<file path="src/rtl/counter_sequencer_if.sv">
// Command channel for counter_sequencer: one count job (start, end, reload mode)
// transferred on a valid/ready handshake.
interface counter_sequencer_if #(
   parameter int WIDTH = 8
);
   logic             cmd_valid;
   logic             cmd_ready;
   logic [WIDTH-1:0] cmd_start;
   logic [WIDTH-1:0] cmd_end;
   logic             cmd_reload;

   modport master (
      output cmd_valid,
      output cmd_start,
      output cmd_end,
      output cmd_reload,
      input  cmd_ready
   );

   modport slave (
      input  cmd_valid,
      input  cmd_start,
      input  cmd_end,
      input  cmd_reload,
      output cmd_ready
   );
endinterface

</file>
<file path="src/rtl/counter_sequencer.sv">
// Job controller around an external loadable up-counter: loads the start value,
// enables counting until the count equals the terminal value, then pulses done.
module counter_sequencer #(
   parameter int WIDTH = 8
) (
   input  logic                clk,
   input  logic                reset,
   counter_sequencer_if.slave  cmd,
   input  logic                abort,
   input  logic                pause,
   output logic                ctr_load,
   output logic                ctr_enable,
   output logic [WIDTH-1:0]    ctr_data,
   input  logic [WIDTH-1:0]    ctr_count,
   output logic                busy,
   output logic                done
);
   typedef enum logic [1:0] {IDLE, LOAD, RUN} state_t;

   state_t           state_reg, state_next;
   logic [WIDTH-1:0] start_reg, end_reg;
   logic             reload_reg;
   logic             accept;
   logic             terminal;

   assign accept        = cmd.cmd_valid && (state_reg == IDLE);
   assign terminal      = (ctr_count == end_reg);
   assign cmd.cmd_ready = (state_reg == IDLE);
   assign busy          = (state_reg != IDLE);
   // The counter only samples data while loading, so the latched start can drive it permanently.
   assign ctr_data      = start_reg;

   always_ff @(posedge clk) begin
      if (reset) begin
         state_reg  <= IDLE;
         start_reg  <= '0;
         end_reg    <= '0;
         reload_reg <= 1'b0;
      end else begin
         state_reg <= state_next;
         if (accept) begin
            start_reg  <= cmd.cmd_start;
            end_reg    <= cmd.cmd_end;
            reload_reg <= cmd.cmd_reload;
         end
      end
   end

   always_comb begin
      state_next = state_reg;
      ctr_load   = 1'b0;
      ctr_enable = 1'b0;
      done       = 1'b0;
      case (state_reg)
         IDLE: begin
            if (accept)
               state_next = LOAD;
         end
         LOAD: begin
            ctr_load   = 1'b1;
            state_next = abort ? IDLE : RUN;
         end
         RUN: begin
            // Terminal detection ignores pause; abort suppresses both done and counting.
            ctr_enable = !terminal && !pause && !abort;
            if (abort) begin
               state_next = IDLE;
            end else if (terminal) begin
               done       = 1'b1;
               state_next = reload_reg ? LOAD : IDLE;
            end
         end
         default: state_next = IDLE;
      endcase
   end
endmodule

</file>
<file path="src/flat_wrapper.sv">
// flat-port wrapper written by rule: the top's interface ports become plain ports
module counter_sequencer_flat 
#(
   parameter int WIDTH = 8
)
  (clk, reset, abort, pause, ctr_load, ctr_enable, ctr_data, ctr_count, busy, done, cmd_cmd_valid, cmd_cmd_start, cmd_cmd_end, cmd_cmd_reload, cmd_cmd_ready);
  counter_sequencer_if #(.WIDTH(WIDTH)) cmd_i ();
  input  logic clk;
  input  logic reset;
  input  logic abort;
  input  logic pause;
  output logic ctr_load;
  output logic ctr_enable;
  output logic [WIDTH-1:0] ctr_data;
  input  logic [WIDTH-1:0] ctr_count;
  output logic busy;
  output logic done;
  input wire logic [$bits(cmd_i.cmd_valid)-1:0] cmd_cmd_valid;
  input wire logic [$bits(cmd_i.cmd_start)-1:0] cmd_cmd_start;
  input wire logic [$bits(cmd_i.cmd_end)-1:0] cmd_cmd_end;
  input wire logic [$bits(cmd_i.cmd_reload)-1:0] cmd_cmd_reload;
  output wire logic [$bits(cmd_i.cmd_ready)-1:0] cmd_cmd_ready;
  assign cmd_i.cmd_valid = cmd_cmd_valid;
  assign cmd_i.cmd_start = cmd_cmd_start;
  assign cmd_i.cmd_end = cmd_cmd_end;
  assign cmd_i.cmd_reload = cmd_cmd_reload;
  assign cmd_cmd_ready = cmd_i.cmd_ready;
  counter_sequencer #(.WIDTH(WIDTH)) u_core (.clk(clk), .reset(reset), .cmd(cmd_i), .abort(abort), .pause(pause), .ctr_load(ctr_load), .ctr_enable(ctr_enable), .ctr_data(ctr_data), .ctr_count(ctr_count), .busy(busy), .done(done));
endmodule
</file>
<file path="config.mk">
export PLATFORM = sky130hd
export DESIGN_NAME = counter_sequencer_flat
export DESIGN_NICKNAME = d
export VERILOG_FILES = /design/src/rtl/counter_sequencer_if.sv /design/src/rtl/counter_sequencer.sv /design/src/flat_wrapper.sv
export SDC_FILE = /design/constraint.sdc
export NUM_CORES = 1
export LEC_CHECK = 0
export BUFFER_PORTS_ARGS = -buffer_cell sky130_fd_sc_hd__clkbuf_2
export CORE_MARGIN = 1.5
export CORE_UTILIZATION = 45
export CTS_BUF_LIST = sky130_fd_sc_hd__clkbuf_8
export DETAILED_ROUTE_END_ITERATION = 8
export PLACE_DENSITY = 0.88
export SLEW_MARGIN = 25
export SYNTH_ARGS = -nofsm -noshare
export SYNTH_HDL_FRONTEND = slang
export SYNTH_SLANG_ARGS = --single-unit
</file>
<file path="constraint.sdc">
create_clock -name clk -period 1.55 [get_ports clk]
set_input_delay 0.155 -clock clk [delete_from_list [all_inputs] [get_ports clk]]
set_output_delay 0.155 -clock clk [all_outputs]
set_load 0.1 [all_outputs]
</file>
---- Word-level counts from Yosys, hierarchy flattened ----
Cells that the tools add are included.
word-level totals
  register bits ........................... 19
  bits of input ports ..................... 30
  word-level logic and storage cells ...... 29
  output and inout bits ................... 13
cells by class
  reduce and logical (&&, ||, !) cells .... 9
  eq/ne operators ......................... 5
  mux-type cells .......................... 11
operator list
  cell                count
  $eq 8x8->1          1
  $mux 2              4
  $mux 1              6
  $pmux 2 s3          1
  $logic_and 1x1->1   3
  $logic_not 1->1     3
  $ne 3x2->1 const B  1
  $eq 2x1->1 const B  1
  $eq 2x2->1 const B  1
  $logic_not 2->1     1
  $ne 2x1->1 const B  1
  $reduce_and 2->1    1
  $reduce_bool 2->1   1

---- Logic depth before layout (Yosys ltp) ----
Gate-level depths: netlist of the first run.
  word-level depth ........................ 5
  gate-level depth with buffers ........... 6
  gate-level depth less buffers ........... 4

---- Worst setup path after synthesis of the first run ----
Ideal clock, no wire load.
  path type ............................... register to output
  start point ............................. reg u_core.end_reg[6]
  end point ............................... out ctr_enable
  setup slack ............................. -1.349 ns
  stages on the path, launching flop included .. 5
  arrival ................................. 2.744 ns
  data required time ...................... 1.395 ns
  buffers on the path ..................... 0
  path through ............................ dfxtp_1 -> xor2_1 -> nor2_1 -> and4_1 -> nor3_1
on the way
  cells in the longest elaborated chain, start to end .. 5
ends and longest elaborated chain
  item                             line                     source
  from (decl)                      counter_sequencer.sv:21  logic [WIDTH-1:0] start_reg, end_reg;
  from (signal assigned)           counter_sequencer.sv:43  end_reg <= cmd.cmd_end;
  $eq 8x8->1                       counter_sequencer.sv:27  assign terminal = (ctr_count == end_reg);
  $logic_not 1->1                  counter_sequencer.sv:65  ctr_enable = !terminal && !pause && !abort;
  $logic_and 1x1->1 (2 in series)  counter_sequencer.sv:65
  $mux 1                           counter_sequencer.sv:54  case (state_reg)
  to (decl)                        flat_wrapper.sv:13       output logic ctr_enable;
Every way passes these cells.

---- Worst setup path after layout of the first run ----
  start point ............................. reg u_core.end_reg[3]
  end point ............................... out done
on the way
  cells in the longest elaborated chain, start to end .. 4
ends and longest elaborated chain
  item        line                     source
  $eq 8x8->1  counter_sequencer.sv:27
  $mux 1      counter_sequencer.sv:68  end else if (terminal) begin
  $mux 1      counter_sequencer.sv:66  if (abort) begin
  $mux 1      counter_sequencer.sv:54
  to (decl)   flat_wrapper.sv:17       output logic done;
Every way passes these cells.

==> results of run 1 <==
-- worst max-delay path, cell delays in order (launching register included) --
cell     delay, ns
dfxtp_2       0.33
xor2_1        0.15
nor2_1        0.14
nand4_1       0.18
nor2_4        0.15
buf_12        0.18
-- logic make-up after synthesis --
logic type / count (synthesis)
and+or+nand+nor: 50
AOI/OAI and AO/OA: 20
DFF: 19
xor gates and xnor gates: 8
buffers and inverters: 6
-- timing repair --
item                                    4_1_cts  5_1_grt
resized for setup                             7        1
endpoints found under the setup margin        2        2
pin swaps                                     1        2
setup buffers                                 1        0
-- synth_stat cells, drive strengths merged --
cell / number
inv: 1
a21oi: 17
and2b: 1
nand2: 37
nand4: 1
a311oi: 1
and2: 1
dfxtp: 19
xor2: 8
a31oi: 1
buf: 3
nor2: 8
nor3: 1
clkbuf: 2
o31ai: 1
and4: 1
-- routing by layer --
metal | GRT usage | vias to the layer above | wire length, um
met5 | 0 | - | 0
met4 | 0.0882 | 0 | 25
met3 | 0.0520 | 4 | 109
met2 | 0.351 | 32 | 988
met1 | 0.231 | 366 | 737
li1 | - | 420 | -
-- final cells by class --
type,count,area [um2],area share
multi-input combinational,78,417,0.366
sequential,19,389,0.342
tap,25,31.3,0.0275
clock inverter,1,7.51,0.00660
timing repair buffer,43,248,0.218
clock buffer,3,41.3,0.0363
inverter,1,3.75,0.00330
-- path summary, 6_finish.rpt --
| check | from | endpoint | slack (ns) | cells past startpoint |
|---|---|---|---|---|
| hold reg to reg | u_core.ctr_data[3] | u_core.ctr_data[3] | 0.46 | 2 |
| setup / recovery | u_core.end_reg[3] | done | 0.001 | 5 |
| hold / removal | cmd_cmd_start[0] | u_core.ctr_data[0] | 0.10 | 3 |
| setup reg to reg | u_core.end_reg[3] | u_core.state_reg[0] | 0.24 | 5 |
-- power breakdown --
group          leakage, nW  internal, mW  switching [mW]
clock               0.0217         0.181           0.177
sequential           0.159         0.521          0.0201
combinational        0.355        0.0788           0.234
-- per-stage QoR --
step | area, um2 | setup TNS, ns | setup WS, ns | utilization | hold WS [ns]
6_report | 1140 | 0 | 0.00118 | 0.666 | 0.103
5_1_grt | 1140 | -0.119 | -0.0598 | 0.666 | 0.104
4_1_cts | 1140 | 0 | 0.000459 | 0.665 | 0.100
3_5_place_dp | 1070 | 0 | 0.231 | 0.626 | 0.385
3_3_place_gp | 1070 | 0 | 0.296 | 0.626 | 0.378
2_1_floorplan | 832 | -0.347 | -0.0883 | - | 0.291
==> load_flow_metrics.sql, run 1 <==
INSERT INTO impl_metrics (metric_group, metric, value, unit) VALUES
('outcome', 'run_status', 'completed', ''),
('drt', 'detailedRoute.firstPassIterationCount', '4', ''),
('die', 'die_h', '45.3', 'um'),
('cts', 'clock-sinks', '19', ''),
('sta', 'final_period_util', '0.999', ''),
('place', 'port-buffer-count', '42', ''),
('sta', 'final_period_minus_worst_setup_slack', '1.55', 'ns'),
('cts', 'cts-buffers-inserted', '3', ''),
('setup_path', 'worst_setup_path_end_kind', 'primary output', ''),
('drt', 'drt_iter0_markers', '7', ''),
('flow_run', 'max_cap_violations', '0', ''),
('cts', 'cts_root_buf', 'clkbuf_8', ''),
('die', 'die_area', '2050', 'um2'),
('global_route', 'largest_net_degree_at_the_start_of_global_routing', '21', ''),
('setup_path', 'path_max_fanout', '2', ''),
('cts', 'cts_tree', 'built', ''),
('synthesis', 'yosys.area_share.simple', '0.258', ''),
('layout', 'final_cell_mix', 'clkbuf_2, nand2_1, a21oi_1', ''),
('synthesis', 'synth-seq-area-share', '0.473', ''),
('layout', 'finalNetCount', '176', ''),
('cts', 'clock_latency', '0.26', 'ns'),
('cts', 'cts_max_level', '1', ''),
('place', 'weighted_congestion_reported_at_the_end_of_routability_driven_placement', '0.747', ''),
('drt', 'postRouteAntennaNets', '0', ''),
('cts', 'post_cts_hold_buffer_count', '0', ''),
('global_route', 'grt_first_pass_wirelength', '2950', 'um'),
('synthesis', 'netlist.area_leader.share', '0.473', ''),
('synthesis', 'synthesis.yosys.warnings', '0', ''),
('synthesis', 'netlist_area', '805', 'um2'),
('sta', 'max_freq', '0.646', 'GHz'),
('synthesis', 'yosys_register_bits', '19', ''),
('layout', 'fin_cells', '170', ''),
('place', 'hpwl', '1410', 'um'),
('layout', 'drive_above_1_share', '0.421', ''),
('synthesis', 'combinational_family_with_the_most_area_after_synthesis', 'simple AND/OR/NAND/NOR gates', ''),
('layout', 'commonest_non_fill_non_tap_cell_in_the_layout', 'clkbuf_2', ''),
('synthesis', 'synthDominantAreaCellType', 'dfxtp_1', ''),
('hold_path', 'holdCritPathClass', 'primary input to flop', ''),
('setup_path', 'critical_path.startpoint_type', 'flop', ''),
('sta', 'timing_worst_slew_pin_value', '0.547', 'ns'),
('layout', 'synthToLayoutAreaGrowth', '41.4', '%'),
('synthesis', 'synth_cell_type_count', '19', ''),
('power', 'power.total', '1.21', 'mW'),
('global_route', 'groute.usage.overall', '0.202', ''),
('sta', 'setup_viol', '0', ''),
('die', 'die-width', '45.3', 'um'),
('layout', 'fillerInstances', '143', ''),
('layout', 'antenna_cells_inserted', '0', ''),
('global_route', 'total_gr_overflow', '0', ''),
('drt', 'average_wire_per_standard_cell', '10.9', 'um'),
('die', 'design.portCount', '43', ''),
('drt', 'route.vias.total', '822', ''),
('power', 'largest_vdd_supply_drop', '0.875', 'mV'),
('sta', 'clock-skew-final', '0.00567', 'ns'),
('synthesis', 'avgSynthCellArea', '7.81', 'um2'),
('drt', 'routed_wl', '1860', 'um'),
('setup_path', 'cp_data_required_time', '1.39', 'ns'),
('synthesis', 'synth-compound-area-share', '0.134', ''),
('synthesis', 'post_synth_fa_ha_maj_area_fraction', '0', ''),
('die', 'floorplan.initialDensity', '0.471', ''),
('setup_path', 'crit_arrival', '1.39', 'ns'),
('synthesis', 'synth.net_count', '133', ''),
('die', 'rows', '15', ''),
('power', 'pwr_density_cell', '1070', 'nW/um2'),
('cts', 'clock_path_buffers', '2', ''),
('synthesis', 'synthXorXnorAreaFrac', '0.0871', ''),
('cts', 'cts.reportedPaths.clkPinSlew', '0.08', 'ns'),
('synthesis', 'muxShareOfSynthArea', '0', ''),
('synthesis', 'ys_top_cells_by_area', 'dfxtp_1, nand2_1, a21oi_1, xor2_1, nor2_1', ''),
('sta', 'report.final.slew_viol_count', '0', ''),
('drt', 'via_per_inst', '4.84', ''),
('sta', 'rsz0062_at_grt', 'true', ''),
('global_route', 'initial_antenna_violation_count', '0', ''),
('drt', 'remaining_drc_errors', '0', ''),
('sta', 'timing.slew.headroom', '0.637', ''),
('synthesis', 'syn_inst', '103', ''),
('global_route', 'grt_pass1_vias', '745', ''),
('sta', 'finalHoldViolations', '0', ''),
('die', 'floorplan.core_area', '1710', 'um2'),
('setup_path', 'crit_type', 'flop to primary output', ''),
('power', 'leak_pwr', '0.536', 'nW'),
('place', 'placed_cells', '165', '');
Power figures use the tool's default switching activity.
==> run 2: changes to the inputs <==
CORE_UTILIZATION = 40   (was 45)
CTS_BUF_LIST = sky130_fd_sc_hd__clkbuf_2   (was sky130_fd_sc_hd__clkbuf_8)
PLACE_DENSITY = 0.81   (was 0.88)
SLEW_MARGIN = 20   (was 25)
==> run 2 against run 1 <==
The flow now finishes with violations (negative setup slack). Critical path depth did not move. Global-route usage is 3.0 points lower. Core utilization down 8.7 points. Critical endpoint is now ctr_enable. First-iteration DRC count is 29% higher. Worst hold slack got worse by 0.065 ns.
==> load_flow_metrics.sql, run 2 (synthesis results as in run 1) <==
INSERT INTO impl_metrics (metric_group, metric, value, unit) VALUES
('power', 'leak_pwr', '0.531', 'nW'),
('outcome', 'violations_in_the_final_reports', 'negative setup slack', ''),
('global_route', 'groute.usage.overall', '0.172', ''),
('die', 'die-width', '47.8', 'um'),
('die', 'design.portCount', '43', ''),
('drt', 'average_wire_per_standard_cell', '10.2', 'um'),
('sta', 'setup_viol', '2', ''),
('layout', 'drive_above_1_share', '0.414', ''),
('sta', 'report.final.slew_viol_count', '0', ''),
('cts', 'cts_tree', 'built', ''),
('setup_path', 'path_max_fanout', '2', ''),
('power', 'pwr_density_cell', '954', 'nW/um2'),
('layout', 'commonest_non_fill_non_tap_cell_in_the_layout', 'clkbuf_2', ''),
('layout', 'fin_cells', '172', ''),
('cts', 'cts_root_buf', 'clkbuf_2', ''),
('layout', 'final_cell_mix', 'clkbuf_2, nand2_1, a21oi_1', ''),
('power', 'largest_vdd_supply_drop', '0.652', 'mV'),
('hold_path', 'holdCritPathClass', 'primary input to flop', ''),
('sta', 'max_freq', '0.612', 'GHz'),
('drt', 'drt_iter0_markers', '9', ''),
('place', 'weighted_congestion_reported_at_the_end_of_routability_driven_placement', '0.658', ''),
('global_route', 'largest_net_degree_at_the_start_of_global_routing', '21', ''),
('setup_path', 'crit_arrival', '1.48', 'ns'),
('place', 'hpwl', '1350', 'um'),
('cts', 'clock_latency', '0.30', 'ns'),
('global_route', 'total_gr_overflow', '0', ''),
('place', 'placed_cells', '167', ''),
('cts', 'cts_max_level', '1', ''),
('global_route', 'grt_pass1_vias', '716', ''),
('flow_run', 'max_cap_violations', '0', ''),
('cts', 'post_cts_hold_buffer_count', '0', ''),
('drt', 'routed_wl', '1760', 'um'),
('outcome', 'run_status', 'finished with violations', ''),
('power', 'power.total', '1.06', 'mW'),
('layout', 'synthToLayoutAreaGrowth', '38.3', '%'),
('sta', 'timing.slew.headroom', '0.641', ''),
('sta', 'final_period_minus_worst_setup_slack', '1.63', 'ns'),
('cts', 'cts-buffers-inserted', '3', ''),
('layout', 'finalNetCount', '176', ''),
('sta', 'final_period_util', '1.05', ''),
('sta', 'rsz0062_at_grt', 'true', ''),
('setup_path', 'cp_data_required_time', '1.39', 'ns'),
('die', 'floorplan.core_area', '1920', 'um2'),
('sta', 'clock-skew-final', '0.00869', 'ns'),
('global_route', 'initial_antenna_violation_count', '0', ''),
('setup_path', 'worst_setup_path_end_kind', 'primary output', ''),
('drt', 'detailedRoute.firstPassIterationCount', '6', ''),
('setup_path', 'crit_type', 'flop to primary output', ''),
('cts', 'clock-sinks', '19', ''),
('layout', 'sequential_cell_area', '388', 'um2'),
('layout', 'fillerInstances', '196', ''),
('die', 'die_area', '2290', 'um2'),
('global_route', 'grt_first_pass_wirelength', '2730', 'um'),
('drt', 'remaining_drc_errors', '0', ''),
('sta', 'timing_worst_slew_pin_value', '0.541', 'ns'),
('sta', 'finalHoldViolations', '0', ''),
('cts', 'cts.reportedPaths.clkPinSlew', '0.18', 'ns'),
('cts', 'clock_path_buffers', '2', ''),
('setup_path', 'critical_path.startpoint_type', 'flop', ''),
('die', 'floorplan.initialDensity', '0.419', ''),
('drt', 'via_per_inst', '4.62', ''),
('die', 'rows', '16', ''),
('place', 'port-buffer-count', '42', ''),
('drt', 'postRouteAntennaNets', '0', ''),
('layout', 'antenna_cells_inserted', '0', ''),
('drt', 'route.vias.total', '794', ''),
('sta', 'timing.final.ws_setup', '-0.0841', 'ns'),
('layout', 'multi_input_comb_area', '417', 'um2'),
('die', 'die_h', '47.8', 'um');
run 2: cell count changes in the layout (fill, tap and decap cells not counted):
| cell | previous run | this run |
|---|---|---|
| clkbuf_8 | 3 | 0 |
| clkbuf_2 | 40 | 41 |
| clkinv_2 | 0 | 1 |
| dfxtp_2 | 7 | 6 |
| dfxtp_1 | 12 | 13 |
| clkinvlp_4 | 1 | 0 |
| clkbuf_4 | 0 | 1 |
| buf_2 | 0 | 1 |
run 2: critical path: stages, from the launching register on:
cell	delay (ns)
dfxtp_2	0.37
xor2_1	0.15
nor2_1	0.08
and4_1	0.24
nor3_4	0.15
buf_12	0.20
run 2: final cells by class:
type | count | share of cell area
clock buffers | 3 | 0.0135
clock inverters | 1 | 0.00450
inverters | 1 | 0.00337
multi-input cells | 78 | 0.375
flip-flops and latches | 19 | 0.349
well taps | 27 | 0.0304
repair buffers | 43 | 0.225
run 2: worst paths after layout:
| path | slack (ns) | end | cells after the start | from |
|---|---|---|---|---|
| setup / recovery | -0.08 | ctr_enable | 5 | u_core.end_reg[6] |
| hold / removal | 0.04 | u_core.ctr_data[7] | 3 | cmd_cmd_start[7] |
| setup reg to reg | 0.20 | u_core.state_reg[0] | 5 | u_core.end_reg[6] |
| hold reg to reg | 0.47 | u_core.ctr_data[6] | 2 | u_core.ctr_data[6] |
run 2: routing by layer:
layer | routed length [um] | global-route usage | part of all wire | up-vias
li1 | - | - | - | 416
met5 | 0 | 0 | 0 | -
met4 | 0 | 0.0757 | 0 | 0
met3 | 112 | 0.0340 | 0.064 | 0
met1 | 708 | 0.192 | 0.40 | 349
met2 | 940 | 0.312 | 0.53 | 29
run 2: power by group:
| group | leakage (nW) | switching [mW] | total [mW] | internal (mW) |
|---|---|---|---|---|
| combinational | 0.357 | 0.233 | 0.313 | 0.0800 |
| clock | 0.0164 | 0.149 | 0.208 | 0.0585 |
| sequential | 0.159 | 0.0190 | 0.540 | 0.521 |
run 2: timing repair:
action,CTS,global route
buffers inserted,1,0
pin swaps,0,1
resized for setup,6,3
setup endpoints to repair,3,3
run 2: stage by stage:
step	cell area, um2	util	TNS [ns]	hold slack [ns]	worst slack, ns
2_1_floorplan	832	-	-0.347	0.291	-0.0883
3_3_place_gp	1070	0.557	0	0.378	0.281
3_5_place_dp	1070	0.557	0	0.384	0.261
4_1_cts	1110	0.577	-0.199	0.0181	-0.101
5_1_grt	1110	0.579	-0.447	0.0135	-0.227
6_report	1110	0.579	-0.158	0.0379	-0.0841
==> run 3: changes to the inputs <==
CELL_PAD_IN_SITES_DETAIL_PLACEMENT = 1   (was default)
CELL_PAD_IN_SITES_GLOBAL_PLACEMENT = 2   (was default)
CORE_UTILIZATION = 23   (was 40)
PLACE_DENSITY = 0.87   (was 0.81)
==> run 3 against run 2 <==
The flow still finishes with violations (negative setup slack). Die area rose by 69%. Count of clock-buffer cells in the layout rose by 1. Cell count rose by 11%. Fmax fell by 1.7%. Sequential share of layout area fell by 0.88 points. Critical path depth did not move. Cell area rose by 2.9%.
==> load_flow_metrics.sql, run 3 (synthesis results as in run 1) <==
INSERT INTO impl_metrics (metric_group, metric, value, unit) VALUES
('layout', 'postLayoutCellArea', '1140', 'um2'),
('setup_path', 'crit_arrival', '1.51', 'ns'),
('global_route', 'largest_net_degree_at_the_start_of_global_routing', '21', ''),
('layout', 'antenna_cells_inserted', '0', ''),
('cts', 'clock_path_buffers', '2', ''),
('global_route', 'grt_pass1_vias', '852', ''),
('sta', 'final_period_minus_worst_setup_slack', '1.66', 'ns'),
('sta', 'finalHoldViolations', '0', ''),
('drt', 'average_wire_per_standard_cell', '11.1', 'um'),
('drt', 'via_per_inst', '4.25', ''),
('setup_path', 'cp_data_required_time', '1.39', 'ns'),
('global_route', 'initial_antenna_violation_count', '0', ''),
('layout', 'finalNetCount', '176', ''),
('layout', 'fillerInstances', '427', ''),
('layout', 'synthToLayoutAreaGrowth', '42.3', '%'),
('flow_run', 'max_cap_violations', '0', ''),
('power', 'largest_vdd_supply_drop', '0.398', 'mV'),
('die', 'floorplan.initialDensity', '0.241', ''),
('sta', 'timing.final.ws_setup', '-0.113', 'ns'),
('sta', 'max_freq', '0.601', 'GHz'),
('cts', 'cts.reportedPaths.clkPinSlew', '0.19', 'ns'),
('setup_path', 'timing.critical_path.cells', 'xor2_1 > nor2_2 > and4_1 > nor3_4 > buf_12', ''),
('outcome', 'run_status', 'finished with violations', ''),
('die', 'die-width', '62.1', 'um'),
('setup_path', 'timing.critical_path.slowest_stage_cell', 'dfxtp_2', ''),
('global_route', 'grt_first_pass_wirelength', '3730', 'um'),
('place', 'weighted_congestion_reported_at_the_end_of_routability_driven_placement', '0.614', ''),
('die', 'die_area', '3860', 'um2'),
('layout', 'commonest_non_fill_non_tap_cell_in_the_layout', 'clkbuf_2', ''),
('cts', 'cts_tree', 'built', ''),
('die', 'floorplan.core_area', '3340', 'um2'),
('drt', 'detailedRoute.firstPassIterationCount', '4', ''),
('layout', 'drive_above_1_share', '0.428', ''),
('drt', 'drt_iter0_markers', '10', ''),
('drt', 'route.vias.total', '811', ''),
('power', 'pwr_density_cell', '945', 'nW/um2'),
('sta', 'clock-skew-final', '0.0109', 'ns'),
('die', 'die_h', '62.1', 'um'),
('drt', 'postRouteAntennaNets', '0', ''),
('place', 'placed_cell_area', '1100', 'um2'),
('place', 'port-buffer-count', '42', ''),
('power', 'leak_pwr', '0.532', 'nW'),
('cts', 'clock-sinks', '19', ''),
('cts', 'cts_max_level', '1', ''),
('setup_path', 'crit_type', 'flop to primary output', ''),
('setup_path', 'critical_path.top_delay_family', 'simple AND/OR/NAND/NOR gates', ''),
('layout', 'final_util', '0.343', ''),
('sta', 'timing_worst_slew_pin_value', '0.543', 'ns'),
('drt', 'routed_wl', '2130', 'um'),
('die', 'design.portCount', '43', ''),
('setup_path', 'worst_setup_path_end_kind', 'primary output', ''),
('setup_path', 'path_max_fanout', '2', ''),
('cts', 'cts-buffers-inserted', '3', ''),
('cts', 'clock_latency', '0.30', 'ns'),
('die', 'rows', '21', ''),
('drt', 'remaining_drc_errors', '0', ''),
('outcome', 'violations_in_the_final_reports', 'negative setup slack', ''),
('layout', 'final_cell_mix', 'clkbuf_2, nand2_1, a21oi_1', ''),
('sta', 'rsz0062_at_grt', 'true', ''),
('global_route', 'groute.usage.overall', '0.118', ''),
('setup_path', 'critical_path.startpoint_type', 'flop', ''),
('sta', 'timing.slew.headroom', '0.640', ''),
('hold_path', 'holdCritPathClass', 'primary input to flop', ''),
('setup_path', 'buf_inv_on_cp', '1', ''),
('setup_path', 'crit_path_max_incr_delay', '0.37', 'ns'),
('global_route', 'total_gr_overflow', '0', ''),
('sta', 'report.final.slew_viol_count', '0', ''),
('sta', 'final_period_util', '1.07', ''),
('sta', 'setup_viol', '2', ''),
('place', 'hpwl', '1670', 'um'),
('cts', 'cts_root_buf', 'clkbuf_2', '');
## run 3: area by class of cell
| cell class | count | area, um2 | share of cell area |
|---|---|---|---|
| clock buffer | 4 | 20.0 | 0.0175 |
| multi-input combinational | 78 | 424 | 0.370 |
| tap | 46 | 57.6 | 0.0503 |
| timing repair buffer | 43 | 250 | 0.219 |
| sequential | 19 | 389 | 0.340 |
| inverter | 1 | 3.75 | 0.00328 |
## run 3: metrics by stage
| stage | std cells | setup slack [ns] | hold WS, ns | power (mW) | setup TNS [ns] |
|---|---|---|---|---|---|
| 3_3_place_gp | 186 | 0.262 | 0.379 | 0.862 | 0 |
| 6_report | 191 | -0.113 | 0.0359 | 1.08 | -0.193 |
| 5_1_grt | 191 | -0.206 | 0.0184 | 1.15 | -0.410 |
| 4_1_cts | 191 | -0.147 | 0.0168 | 1.10 | -0.292 |
| 3_5_place_dp | 186 | 0.208 | 0.385 | 0.871 | 0 |
| 2_1_floorplan | 103 | -0.0883 | 0.291 | 0.793 | -0.347 |
## run 3: path summary, 6_finish.rpt
check | startpoint | to | cells past startpoint | slack [ns]
setup reg to reg | u_core.end_reg[6] | u_core.state_reg[0] | 4 | 0.31
setup / recovery | u_core.end_reg[3] | ctr_enable | 5 | -0.11
hold / removal | cmd_cmd_end[7] | u_core.end_reg[7] | 3 | 0.04
hold reg to reg | u_core.ctr_data[6] | u_core.ctr_data[6] | 2 | 0.47
## run 3: worst reg2reg max path, delay by kind of cell (launching register included)
family,cells,cell delay (ns)
AOI/OAI and AO/OA,1,0.32
and+or+nand+nor,2,0.34
DFF,1,0.36
xor gates and xnor gates,1,0.15
## run 3: metal layers
metal / track usage / up-vias / wire, um
met3: 0.0236 / 2 / 120
met1: 0.154 / 369 / 909
li1: - / 415 / -
met4: 0.0333 / 0 / 8
met5: 0 / - / 0
met2: 0.200 / 25 / 1090
## run 3: timing repair
action	in CTS	in global routing
hold buffers	0	0
pin swaps	2	1
gates resized for setup	4	6
buffers inserted	1	0
endpoints found under the setup margin	2	2
## run 3: power breakdown
part           leakage [nW]  switching, mW  total, mW  internal, mW
clock                0.0166          0.151      0.219        0.0684
combinational         0.357          0.238      0.320        0.0827
sequential            0.159         0.0201      0.542         0.522
